**config.mk**
```make
export PLATFORM = sky130hd
export DESIGN_NAME = fpu_int2float_seq
export DESIGN_NICKNAME = d
export VERILOG_FILES = /design/src/rtl/fpu_int2float_seq.sv
export SDC_FILE = /design/constraint.sdc
export NUM_CORES = 1
export LEC_CHECK = 0
export ABC_CLOCK_PERIOD_IN_PS = 5200
export CAP_MARGIN = 10
export CORE_MARGIN = 4
export CORE_UTILIZATION = 50
export CTS_CLUSTER_DIAMETER = 40
export CTS_CLUSTER_SIZE = 10
export DETAILED_ROUTE_END_ITERATION = 6
export HOLD_SLACK_MARGIN = 0.02
export PLACE_DENSITY = 0.73
export SLEW_MARGIN = 15
export SYNTH_ARGS = -nofsm -noshare
export SYNTH_HDL_FRONTEND = slang
export SYNTH_SLANG_ARGS = --single-unit
```
**constraint.sdc**
```tcl
create_clock -name clk -period 5.2 [get_ports clk]
set_clock_uncertainty 0.15 [all_clocks]
set_input_delay 1.3 -clock clk [delete_from_list [all_inputs] [get_ports clk]]
set_output_delay 1.3 -clock clk [all_outputs]
set_load 0.1 [all_outputs]
```
**src/rtl/fpu_int2float_seq.sv**
```systemverilog
// Multi-cycle int32/uint32 to IEEE-754 binary32 converter (FCVT.S.W / FCVT.S.WU).
// Normalizes with an iterative leading-zero shift, then rounds by RISC-V rm.
module fpu_int2float_seq #(
    parameter int unsigned LZ_STEP = 1
) (
    input  logic        clk,
    input  logic        rst,
    input  logic        in_valid,
    output logic        in_ready,
    input  logic [31:0] int_in,
    input  logic        is_unsigned,
    input  logic [2:0]  rm,
    output logic        out_valid,
    input  logic        out_ready,
    output logic [31:0] result,
    output logic        inexact
);

    localparam logic [1:0] ST_IDLE  = 2'd0;
    localparam logic [1:0] ST_NORM  = 2'd1;
    localparam logic [1:0] ST_ROUND = 2'd2;
    localparam logic [1:0] ST_DONE  = 2'd3;

    localparam logic [2:0] RM_RNE = 3'b000;
    localparam logic [2:0] RM_RTZ = 3'b001;
    localparam logic [2:0] RM_RDN = 3'b010;
    localparam logic [2:0] RM_RUP = 3'b011;
    localparam logic [2:0] RM_RMM = 3'b100;

    localparam logic [7:0] EXP_INIT = 8'd158;

    logic [1:0]  state_q,   state_d;
    logic        sign_q,    sign_d;
    logic [2:0]  rm_q,      rm_d;
    logic [31:0] mag_q,     mag_d;
    logic [7:0]  exp_q,     exp_d;
    logic [31:0] result_q,  result_d;
    logic        inexact_q, inexact_d;

    logic        rnd_lsb;
    logic        rnd_g;
    logic        rnd_s;
    logic        rnd_inc;
    logic [23:0] frac_sum;

    // Round-increment decision and mantissa increment from the normalized magnitude
    always_comb begin
        rnd_lsb = mag_q[8];
        rnd_g   = mag_q[7];
        rnd_s   = |mag_q[6:0];
        rnd_inc = 1'b0;
        case (rm_q)
            RM_RNE:  rnd_inc = rnd_g & (rnd_s | rnd_lsb);
            RM_RTZ:  rnd_inc = 1'b0;
            RM_RDN:  rnd_inc = sign_q & (rnd_g | rnd_s);
            RM_RUP:  rnd_inc = ~sign_q & (rnd_g | rnd_s);
            RM_RMM:  rnd_inc = rnd_g;
            default: rnd_inc = rnd_g & (rnd_s | rnd_lsb);
        endcase
        frac_sum = {1'b0, mag_q[30:8]} + 24'(rnd_inc);
    end

    // Next-state and datapath update for the IDLE/NORM/ROUND/DONE sequence
    always_comb begin
        state_d   = state_q;
        sign_d    = sign_q;
        rm_d      = rm_q;
        mag_d     = mag_q;
        exp_d     = exp_q;
        result_d  = result_q;
        inexact_d = inexact_q;

        case (state_q)
            ST_IDLE: begin
                if (in_valid) begin
                    sign_d = ~is_unsigned & int_in[31];
                    rm_d   = rm;
                    mag_d  = sign_d ? (~int_in + 32'd1) : int_in;
                    exp_d  = EXP_INIT;
                    if (mag_d == 32'd0) begin
                        result_d  = 32'd0;
                        inexact_d = 1'b0;
                        state_d   = ST_DONE;
                    end else begin
                        state_d = ST_NORM;
                    end
                end
            end
            ST_NORM: begin
                // Nonzero magnitude guarantees exp stays at or above 127
                if (mag_q[31]) begin
                    state_d = ST_ROUND;
                end else if (mag_q[31 -: LZ_STEP] == '0) begin
                    mag_d = mag_q << LZ_STEP;
                    exp_d = exp_q - 8'(LZ_STEP);
                end else begin
                    mag_d = mag_q << 1;
                    exp_d = exp_q - 8'd1;
                end
            end
            ST_ROUND: begin
                // Carry out of the fraction bumps the exponent; at most 159, so no overflow
                if (frac_sum[23]) begin
                    exp_d = exp_q + 8'd1;
                end
                result_d  = {sign_q, exp_d, frac_sum[22:0]};
                inexact_d = rnd_g | rnd_s;
                state_d   = ST_DONE;
            end
            ST_DONE: begin
                if (out_ready) begin
                    state_d = ST_IDLE;
                end
            end
            default: state_d = ST_IDLE;
        endcase
    end

    // State and datapath registers with synchronous reset
    always_ff @(posedge clk) begin
        if (rst) begin
            state_q   <= ST_IDLE;
            sign_q    <= 1'b0;
            rm_q      <= RM_RNE;
            mag_q     <= 32'd0;
            exp_q     <= 8'd0;
            result_q  <= 32'd0;
            inexact_q <= 1'b0;
        end else begin
            state_q   <= state_d;
            sign_q    <= sign_d;
            rm_q      <= rm_d;
            mag_q     <= mag_d;
            exp_q     <= exp_d;
            result_q  <= result_d;
            inexact_q <= inexact_d;
        end
    end

    // Handshake flags decode directly from the state register
    assign in_ready  = (state_q == ST_IDLE);
    assign out_valid = (state_q == ST_DONE);
    assign result    = result_q;
    assign inexact   = inexact_q;

endmodule

```
==> flow_summary.json <==
{
  "final_cell_mix": "dfxtp_1, clkdlybuf4s50_1, nand3_1",
  "synthTopCellsByArea": "dfxtp_1, o221ai_2, xnor2_1, nand3_1, o21ai_0",
  "overflow": 0,
  "routabilityCongestion": 0.978,
  "area_delta_synth_final_pct": 18.3,
  "pre_cts_ws_ns": 0.243,
  "io_pins": 75,
  "synth_mux_area_share_pct": 1.08,
  "final_common_cell": "dfxtp_1",
  "grt_pass1_wl_um": 29600,
  "core.rowCount": 39,
  "synthXorXnorAreaFrac_pct": 9.15,
  "via_per_inst": 6.55,
  "cp.required_ns": 5.25,
  "routed_wl_um": 18300,
  "synth-compound-area-share_pct": 29.6,
  "fill_cells": 1020,
  "synth-edff-count": 0,
  "drt_pre_antenna_iters": 6,
  "drcViolationCount": 0,
  "max_freq_ghz": 0.213,
  "grt_usage_pct": 27.2,
  "crit_slowest_cell": "or4b_1",
  "synthArstFlopShare_pct": 0,
  "crit_type": "in -> reg",
  "cap_violations": 0,
  "core_um2": 11500,
  "grt_start_max_net_pins": 49,
  "grt_pass1_vias": 5681,
  "cts_buffer_depth": 2,
  "synth_top_family_by_area": "compound AO/OA/AOI/OAI gates",
  "ant_nets": 0,
  "netlist_area_um2": 5940,
  "whs_ns": 0.320,
  "fin_tns_setup_ns": 0,
  "slowest_delay_ns": 0.58,
  "post-cts-setup-buffers": 0,
  "numPortBuffers": 74,
  "leakage_nw": 2.34,
  "crit_arrival_ns": 4.75,
  "ys.flop_type": "dfxtp_1",
  "h-tree-depth": 3,
  "min_path_type": "reg -> reg",
  "root_buffer": "clkbuf_16",
  "ys_ff_latch": 79,
  "final_nets": 837,
  "dieHeight_um": 117,
  "finalPower_w": 0.00340,
  "synth_area_leader_cell": "dfxtp_1",
  "timing.final.ws_setup_ns": 0.494,
  "synth-adder-area-share_pct": 2.11,
  "worst_slew_pin_slew_ns": 1.14,
  "timing.final.crit_share_pct": 90.5,
  "final_area_um2": 7020,
  "path_clk_slew_ns": 0.06,
  "cts_resized": 0,
  "drv_slew": 0,
  "dieArea_um2": 13700,
  "ys_seq_area_share_pct": 26.6,
  "yosys.area_share.simple_pct": 25.0,
  "crit_path_end_kind": "flop",
  "place.detailed.hpwl_um": 13300,
  "avgSynthCellArea_um2": 7.90,
  "relSlewSlack_pct": 23.4,
  "finalHoldViolCount": 0,
  "crit_fanout": 35,
  "setup_viol": 0,
  "cts_tree": "built",
  "synth_top_area_share_pct": 26.6,
  "wl_per_cell_um": 19.6,
  "dpl_cell_area_um2": 6720,
  "rsz0062_at_grt": "false",
  "outcome": "finished clean",
  "ir_drop_v": 0.000464,
  "clkSinkCount": 79,
  "clkLatencyLatePin_ns": 0.34,
  "num_antenna_cells": 0,
  "worstHoldPathCells": 2,
  "r2r_cells": 15,
  "grt_antenna_before_repair": 0,
  "finalCriticalPeriod_ns": 4.71,
  "die_x_um": 117,
  "start_util_pct": 51.5,
  "start_kind": "primary input",
  "hold_buffers": 0,
  "dr.first_iter.drc_count": 684,
  "ys_types": 75,
  "netlist_instances": 751,
  "path_cells": "clkdlybuf4s50_1 -> inv_1 -> ha_1 -> or4b_1 -> nor4b_1 -> nand4_1 -> a211o_1 -> o21ai_0 -> nand3_4 -> buf_4 -> nor3_4 -> buf_12 -> o221ai_1",
  "syn-num-nets": 801,
  "dr_total_vias": 6121,
  "layout-drive-gt1-share_pct": 10.2,
  "cts_buffers": 9,
  "synth_warnings": 0,
  "p_per_area_nw_per_um2": 485
}
-- layout make-up --
cell class | instances | area (µm²) | share of cell area (%)
Clock buffer | 10 | 239 | 3.40
Clock inverter | 6 | 68.8 | 0.980
Inverter | 22 | 82.6 | 1.18
Multi-Input combinational cell | 581 | 3970 | 56.5
Sequential cell | 79 | 1580 | 22.5
Tap cell | 143 | 179 | 2.55
Timing Repair Buffer | 94 | 901 | 12.8
-- report_power, final --
group | leakage (nW) | switching (W) | internal [W]
sequential | 0.646 | 0.000245 | 0.000787
clock | 0.149 | 0.000266 | 0.000387
combinational | 1.55 | 0.00119 | 0.000531
total | 2.34 | 0.00170 | 0.00171
-- routing by layer --
metal	wire, µm	part of all wire, %	GRT usage, %	vias to the layer above
met4	449	2.5	9.63	0
li1	-	-	-	2919
met3	1170	6.4	4.83	33
met5	0	0	0	-
met1	8430	46	37.5	2934
met2	8280	45	43.0	235
-- critical path: cells and delay by family --
family	cells	cell delay [ns]
and+or+nand+nor	5	1.52
adders and majority gates	1	0.25
AOI/OAI and AO/OA	3	0.62
buffers and inverters	4	1.04
-- cell usage after synthesis (3+ instances only) --
| cell type | n |
|---|---|
| dfxtp_1 | 79 |
| clkbuf_1 | 58 |
| nand3_1 | 58 |
| nand2_1 | 49 |
| nor2_1 | 49 |
| o21ai_0 | 49 |
| a21oi_1 | 47 |
| xnor2_1 | 35 |
| xor2_1 | 27 |
| o2111ai_1 | 24 |
| o221ai_2 | 22 |
| o31ai_1 | 21 |
| and3_1 | 20 |
| inv_1 | 20 |
| or3_1 | 19 |
| nor3_1 | 18 |
| nor4_1 | 11 |
| o221ai_1 | 11 |
| ha_1 | 10 |
| nand4_1 | 9 |
| a211oi_1 | 8 |
| and2_1 | 8 |
| and4_1 | 7 |
| a221oi_1 | 6 |
| o211ai_1 | 5 |
| buf_6 | 4 |
| a211o_1 | 3 |
| a22oi_1 | 3 |
| buf_2 | 3 |
| mux2_2 | 3 |
| mux2i_1 | 3 |
| nand2b_1 | 3 |
| nor3_2 | 3 |
| o211a_1 | 3 |
| o31a_1 | 3 |
-- stage by stage --
stage	std cells	utilization, %
2_1_floorplan	751	-
3_3_place_gp	919	58.3
3_5_place_dp	919	58.3
4_1_cts	935	61.0
5_1_grt	935	61.0
6_report	935	61.0
-- cell families (layout without fill, tap and decap cells) --
family,Yosys count,count (layout)
simple gates,275,275
compound gates,228,228
buf+inv,91,132
flops,79,79
xor+xnor,62,62
fa+ha+maj,10,10
mux,6,6
-- registers in the layout (all words and copies together) (netlist names) --
name and flops:
sign_q 1, rm_q 3, result 32, inexact 1
exp_q 8, mag_q 32, state_q 2
-- worst paths after layout --
path	slack, ns	to	startpoint
hold / removal	0.32	mag_q[6]$_SDFFE_PP0P_	mag_q[6]$_SDFFE_PP0P_
setup / recovery	0.49	result[18]$_SDFFE_PP0P_	int_in[0]
setup reg to reg	1.61	exp_q[7]$_SDFFE_PP0P_	mag_q[0]$_SDFFE_PP0P_
hold reg to reg	0.32	mag_q[6]$_SDFFE_PP0P_	mag_q[6]$_SDFFE_PP0P_
Note: power is estimated with default switching activity, not from simulation.
